$ cat src/rtl/axis_peak_meter.sv
`timescale 1ns/1ps
`default_nettype none
// ============================================================================
// axis_peak_meter : AXI-Stream stereo register slice with decaying peak meters,
//                   4-LED thermometer bars and held clip indicators.
// Revision 1.0
// ============================================================================
module axis_peak_meter #(
  parameter int DATA_WIDTH       = 24,
  parameter int DECAY_FRAMES     = 1024,
  parameter int CLIP_HOLD_FRAMES = 24000
) (
  input  logic                  axis_clk,
  input  logic                  axis_resetn,
  input  logic [DATA_WIDTH-1:0] s_axis_data,
  input  logic                  s_axis_valid,
  output logic                  s_axis_ready,
  input  logic                  s_axis_last,
  output logic [DATA_WIDTH-1:0] m_axis_data,
  output logic                  m_axis_valid,
  input  logic                  m_axis_ready,
  output logic                  m_axis_last,
  output logic [3:0]            led_l,
  output logic [3:0]            led_r,
  output logic                  clip_l,
  output logic                  clip_r
);

  localparam int FW = $clog2(DECAY_FRAMES);
  localparam int HW = $clog2(CLIP_HOLD_FRAMES + 1);

  localparam logic [DATA_WIDTH-1:0] MAG_MAX = {1'b0, {(DATA_WIDTH-1){1'b1}}};
  localparam logic [DATA_WIDTH-1:0] MOST_NEG = {1'b1, {(DATA_WIDTH-1){1'b0}}};
  localparam logic [DATA_WIDTH-1:0] TH0 = DATA_WIDTH'(32'h0000_0800);
  localparam logic [DATA_WIDTH-1:0] TH1 = DATA_WIDTH'(32'h0000_8000);
  localparam logic [DATA_WIDTH-1:0] TH2 = DATA_WIDTH'(32'h0008_0000);
  localparam logic [DATA_WIDTH-1:0] TH3 = DATA_WIDTH'(32'h0040_0000);
  localparam logic [FW-1:0]         FRAME_LAST = FW'(DECAY_FRAMES - 1);
  localparam logic [HW-1:0]         HOLD_LOAD  = HW'(CLIP_HOLD_FRAMES);

  logic [DATA_WIDTH-1:0] m_data_q, m_data_d;
  logic                  m_last_q, m_last_d;
  logic                  m_valid_q, m_valid_d;
  logic [DATA_WIDTH-1:0] peak_l_q, peak_l_d;
  logic [DATA_WIDTH-1:0] peak_r_q, peak_r_d;
  logic [3:0]            led_l_q, led_l_d;
  logic [3:0]            led_r_q, led_r_d;
  logic                  clip_l_q, clip_l_d;
  logic                  clip_r_q, clip_r_d;
  logic [HW-1:0]         hold_l_q, hold_l_d;
  logic [HW-1:0]         hold_r_q, hold_r_d;
  logic [FW-1:0]         frame_q, frame_d;

  logic                  accept;
  logic                  frame_end;
  logic                  decay_tick;
  logic [DATA_WIDTH-1:0] mag;
  logic [DATA_WIDTH-1:0] base_l;
  logic [DATA_WIDTH-1:0] base_r;
  logic                  hit_l;
  logic                  hit_r;

  function automatic logic [3:0] thermo(input logic [DATA_WIDTH-1:0] p);
    thermo = {p >= TH3, p >= TH2, p >= TH1, p >= TH0};
  endfunction

  assign s_axis_ready = axis_resetn && (!m_valid_q || m_axis_ready);
  assign accept       = s_axis_valid && s_axis_ready;
  assign frame_end    = accept && s_axis_last;
  assign decay_tick   = frame_end && (frame_q == FRAME_LAST);
  assign hit_l        = accept && !s_axis_last && (mag == MAG_MAX);
  assign hit_r        = accept &&  s_axis_last && (mag == MAG_MAX);

  always_comb begin
    mag = s_axis_data;
    if (s_axis_data == MOST_NEG) begin
      mag = MAG_MAX;
    end else if (s_axis_data[DATA_WIDTH-1]) begin
      mag = -s_axis_data;
    end
  end

  always_comb begin
    m_data_d  = m_data_q;
    m_last_d  = m_last_q;
    m_valid_d = m_valid_q;
    if (accept) begin
      m_data_d  = s_axis_data;
      m_last_d  = s_axis_last;
      m_valid_d = 1'b1;
    end else if (m_axis_ready) begin
      m_valid_d = 1'b0;
    end
  end

  // Decay is folded in ahead of the max so a tick beat can still raise the peak.
  always_comb begin
    base_l   = decay_tick ? (peak_l_q - (peak_l_q >> 3)) : peak_l_q;
    base_r   = decay_tick ? (peak_r_q - (peak_r_q >> 3)) : peak_r_q;
    peak_l_d = base_l;
    peak_r_d = base_r;
    if (accept && !s_axis_last && (mag > base_l)) begin
      peak_l_d = mag;
    end
    if (accept && s_axis_last && (mag > base_r)) begin
      peak_r_d = mag;
    end
    led_l_d = thermo(peak_l_q);
    led_r_d = thermo(peak_r_q);
  end

  always_comb begin
    frame_d = frame_q;
    if (frame_end) begin
      frame_d = decay_tick ? '0 : frame_q + FW'(1);
    end
    hold_l_d = hold_l_q;
    if (hit_l) begin
      hold_l_d = HOLD_LOAD;
    end else if (frame_end && (hold_l_q != '0)) begin
      hold_l_d = hold_l_q - HW'(1);
    end
    hold_r_d = hold_r_q;
    if (hit_r) begin
      hold_r_d = HOLD_LOAD;
    end else if (frame_end && (hold_r_q != '0)) begin
      hold_r_d = hold_r_q - HW'(1);
    end
    // Flag follows the counter one cycle late so it drops the cycle after zero.
    clip_l_d = hit_l || (hold_l_q != '0);
    clip_r_d = hit_r || (hold_r_q != '0);
  end

  always_ff @(posedge axis_clk or negedge axis_resetn) begin
    if (!axis_resetn) begin
      m_data_q  <= '0;
      m_last_q  <= 1'b0;
      m_valid_q <= 1'b0;
      peak_l_q  <= '0;
      peak_r_q  <= '0;
      led_l_q   <= '0;
      led_r_q   <= '0;
      clip_l_q  <= 1'b0;
      clip_r_q  <= 1'b0;
      hold_l_q  <= '0;
      hold_r_q  <= '0;
      frame_q   <= '0;
    end else begin
      m_data_q  <= m_data_d;
      m_last_q  <= m_last_d;
      m_valid_q <= m_valid_d;
      peak_l_q  <= peak_l_d;
      peak_r_q  <= peak_r_d;
      led_l_q   <= led_l_d;
      led_r_q   <= led_r_d;
      clip_l_q  <= clip_l_d;
      clip_r_q  <= clip_r_d;
      hold_l_q  <= hold_l_d;
      hold_r_q  <= hold_r_d;
      frame_q   <= frame_d;
    end
  end

  assign m_axis_data  = m_data_q;
  assign m_axis_last  = m_last_q;
  assign m_axis_valid = m_valid_q;
  assign led_l        = led_l_q;
  assign led_r        = led_r_q;
  assign clip_l       = clip_l_q;
  assign clip_r       = clip_r_q;

endmodule
`default_nettype wire

$ cat config.mk
export PLATFORM = sky130hd
export DESIGN_NAME = axis_peak_meter
export DESIGN_NICKNAME = d
export VERILOG_FILES = /design/src/rtl/axis_peak_meter.sv
export SDC_FILE = /design/constraint.sdc
export NUM_CORES = 1
export LEC_CHECK = 0
export ABC_AREA = 0
export BUFFER_PORTS_ARGS = -buffer_cell sky130_fd_sc_hd__clkbuf_2
export CORE_ASPECT_RATIO = 1.2
export CORE_MARGIN = 1.5
export CORE_UTILIZATION = 23
export DETAILED_ROUTE_END_ITERATION = 7
export REMOVE_ABC_BUFFERS = 1
export SLEW_MARGIN = 5
export SYNTH_ARGS = -nofsm -noshare
export SYNTH_HDL_FRONTEND = slang
export SYNTH_SLANG_ARGS = --single-unit
$ cat constraint.sdc
create_clock -name axis_clk -period 7.43 [get_ports axis_clk]
set_clock_uncertainty 0.15 [all_clocks]
set_input_delay 1.486 -clock axis_clk [delete_from_list [all_inputs] [get_ports axis_clk]]
set_output_delay 1.486 -clock axis_clk [all_outputs]
set_load 0.01 [all_outputs]
==> impl_metrics.tcl <==
set metrics [dict create \
    cts_resized 0 \
    critPathMaxFanout 19 \
    drv_slew 0 \
    synthCells 1127 \
    rows 82 \
    grt_use_total_pct 12.76 \
    n_fill_cell 4418 \
    total_power_w 0.003366 \
    cp-end-kind "flop" \
    htreeDepth 4 \
    dr.pass1.iters 5 \
    dr_total_vias 8497 \
    clock_latency_ps 440 \
    cpMaxStageDelayCell "or4b_4" \
    relSlewSlack_pct 32.04 \
    fmax_mhz 159.8 \
    peakVddDrop_mv 0.1755 \
    cp_num_buf_inv 3 \
    clk_path_buf_depth 2 \
    cp.arrival_ps 6450 \
    grt_pass1_vias 8638 \
    routabilityCongestion 0.9398 \
    drive_gt1_share_pct 13.09 \
    stdcell_area_sq_um 11400 \
    synth_edf_count 0 \
    hpwl_mm 21.33 \
    cts_tree "done" \
    finalCritPeriodShare_pct 84.20 \
    status "complete, no violations" \
    ys_async_sr_fraction_pct 100.0 \
    syn_area_sq_um 9823 \
    yosys_register_bits 124 \
    power_density_nw_per_um2 295.2 \
    grt_start_max_net_pins 126 \
    finalHoldViolations 0 \
    ys.flop_type "dfrtp_1" \
    drt_iter0_drc 413 \
    period_minus_slack_ps 6256 \
    timing.setup.tns_ps 0 \
    required_ps 7620 \
    worst_pin_slew_ps 1010 \
    ys_types 73 \
    maxCapViolCount 0 \
    cts_buffers 17 \
    antenna_left 0 \
    holdBufCountCts 0 \
    hold_path.class "reg2reg" \
    drc_errors 0 \
    cp-start-kind "input pin" \
    finalSetupViolations 0 \
    core_sq_um 41960 \
    p_leak_nw 5.144 \
    yosysSeqAreaShare_pct 31.59 \
    path_delay_family "compound AO/OA/AOI/OAI gates" \
    syn2layout_area_growth_pct 16.09 \
    routed_wirelength_mm 27.36 \
    dieArea_sq_um 43960 \
    grt_first_pass_wirelength_mm 44.68 \
    port_buffers 65 \
    cts-root-buf "clkbuf_16" \
    clk_pin_slew_ps 60 \
    rsz0062_at_grt "false" \
    grt_antenna_before_repair 0 \
    cts_setup_buffers 0 \
    via_per_inst 4.867 \
    ioPinCount 66 \
    dpl_cell_area_sq_um 10800 \
    worst-setup-path-type "in2reg" \
    dieWidth_microns 191.7 \
    overflow 0 \
    cts.sinks 124 \
    cp_cell_sequence "clkbuf_2, inv_1, ha_1, or4b_4, nor4_2, nand2_1, nor2_1, nor2_1, a21boi_0, ha_1, a21o_1, a21o_1, a2111oi_0, o21bai_1, o31ai_1, o21a_1, buf_4, mux2i_1" \
    synth-warning-count 0 \
    final_nets 1312 \
    die_y_microns 229.4 \
    initial_core_util_pct 23.41 \
    syn_area_per_cell_sq_um 8.716 \
    post_drt_wl_per_cell_microns 15.67 \
    max_stage_delay_ps 550 \
]
==> power breakdown <==
group / switching, W / internal (W)
Combinational: 0.000859 / 0.000647
Clock: 0.000329 / 0.000525
Sequential: 0.000157 / 0.000849
Total: 0.00134 / 0.00202
==> cell usage in the layout, fill, tap and decap left out, types with 5 or more instances in the layout <==
cell,count
a211oi_1,16
or3_1,19
clkbuf_16,17
nand2_1,95
nand2b_1,14
ha_1,94
o31ai_1,6
dfrtp_1,124
a21boi_0,6
a21o_1,18
o31a_1,6
nor2_1,104
o21a_1,7
clkinv_4,5
and3_1,11
o211ai_1,5
and2_1,14
mux2i_1,50
a21oi_1,70
o21ai_0,54
a31oi_1,10
nor2b_1,16
mux2_2,24
clkbuf_2,64
nand4b_1,6
xor2_1,28
or2_2,7
nand4_1,18
inv_1,86
or4_1,9
nor3_1,21
nand3_1,20
xnor2_1,45
nand3b_1,7
buf_4,12
nor4_1,12
==> per-layer routing <==
metal / vias up / wire length [microns] / part of all wire, % / track usage [%]
li1: 4157 / - / - / -
met1: 4066 / 12060 / 44 / 15.34
met2: 219 / 13460 / 49 / 22.18
met3: 55 / 960 / 3.5 / 2.038
met4: 0 / 876 / 3.2 / 5.615
met5: - / 0 / 0 / 0
==> registers in the layout, summed over array words and instances (netlist names) <==
| name | flops |
|---|---|
| hold_r_q | 15 |
| led_r | 4 |
| peak_r_q | 24 |
| m_axis_valid | 1 |
| clip_l | 1 |
| m_axis_data | 24 |
| m_axis_last | 1 |
| led_l | 4 |
| peak_l_q | 24 |
| frame_q | 10 |
| hold_l_q | 15 |
| clip_r | 1 |
==> area by class of cell <==
type / instances / area, sq um / area share (%)
Timing Repair Buffer: 78 / 441.7 / 3.873
Multi-Input combinational cell: 880 / 6251 / 54.82
Sequential cell: 124 / 3103 / 27.21
Antenna cell: 1 / 2.502 / 0.02194
Clock buffer: 17 / 425.4 / 3.731
Clock inverter: 14 / 173.9 / 1.525
Tap cell: 546 / 683.2 / 5.991
Inverter: 86 / 322.8 / 2.831
==> synthesized netlist by cell type, types with 7 or more instances <==
master      n  area [sq um]
nand4_1    18         112.6
and3_1     11         68.82
o21ai_0    54         270.3
ha_1       94          1176
clkbuf_1   26         97.59
mux2i_1    50         500.5
mux2_2     24         270.3
or3_1      19         118.9
nor4_1     12         75.07
nor3_1     21         105.1
nand2_1    95         356.6
nor2b_1    16         100.1
dfrtp_1   124          3103
a31oi_1    10         62.56
a21o_1     18         135.1
a211oi_1   16         120.1
o21a_1      7         52.55
a21oi_1    70         350.3
nor2_1    104         390.4
or4_1       9         67.56
xor2_1     28         245.2
xnor2_1    45         394.1
nand2b_1   14         87.58
and2_1     14         87.58
nand3_1    21         105.1
or2_2       7         43.79
nand3b_1    7         52.55
inv_1      86         322.8
==> metrics by stage <==
step | hold slack (ps) | setup slack, ps | util [%] | instances
global route | 340.3 | 983.3 | 27.17 | 1745
floorplan | 288.7 | 265.2 | - | 1090
finish | 318.5 | 1174 | 27.18 | 1746
detailed placement | 307.5 | 790.2 | 25.74 | 1714
CTS | 320.7 | 1197 | 27.17 | 1745
global placement | 307.7 | 906.6 | 25.74 | 1714
==> logic make-up after synthesis <==
family,share of synthesized area [%]
xor+xnor,6.509
compound gates,16.23
mux,7.846
simple gates,20.62
flops,31.59
fa+ha+maj,12.38
buf+inv,4.827
==> final timing paths <==
| kind | from | endpoint | slack, ps | cells past startpoint |
|---|---|---|---|---|
| setup / recovery | s_axis_data[0] | peak_r_q[2] | 1170 | 18 |
| hold / removal | frame_q[8] | frame_q[8] | 320 | 1 |
| setup reg to reg | peak_r_q[3] | peak_r_q[2] | 1790 | 18 |
| hold reg to reg | frame_q[8] | frame_q[8] | 320 | 1 |
| max in group asynchronous | axis_resetn | frame_q[3] | 5530 | 2 |
| min in group asynchronous | axis_resetn | peak_l_q[4] | 1080 | 2 |
No activity file was read; power rests on OpenSTA's default activity.
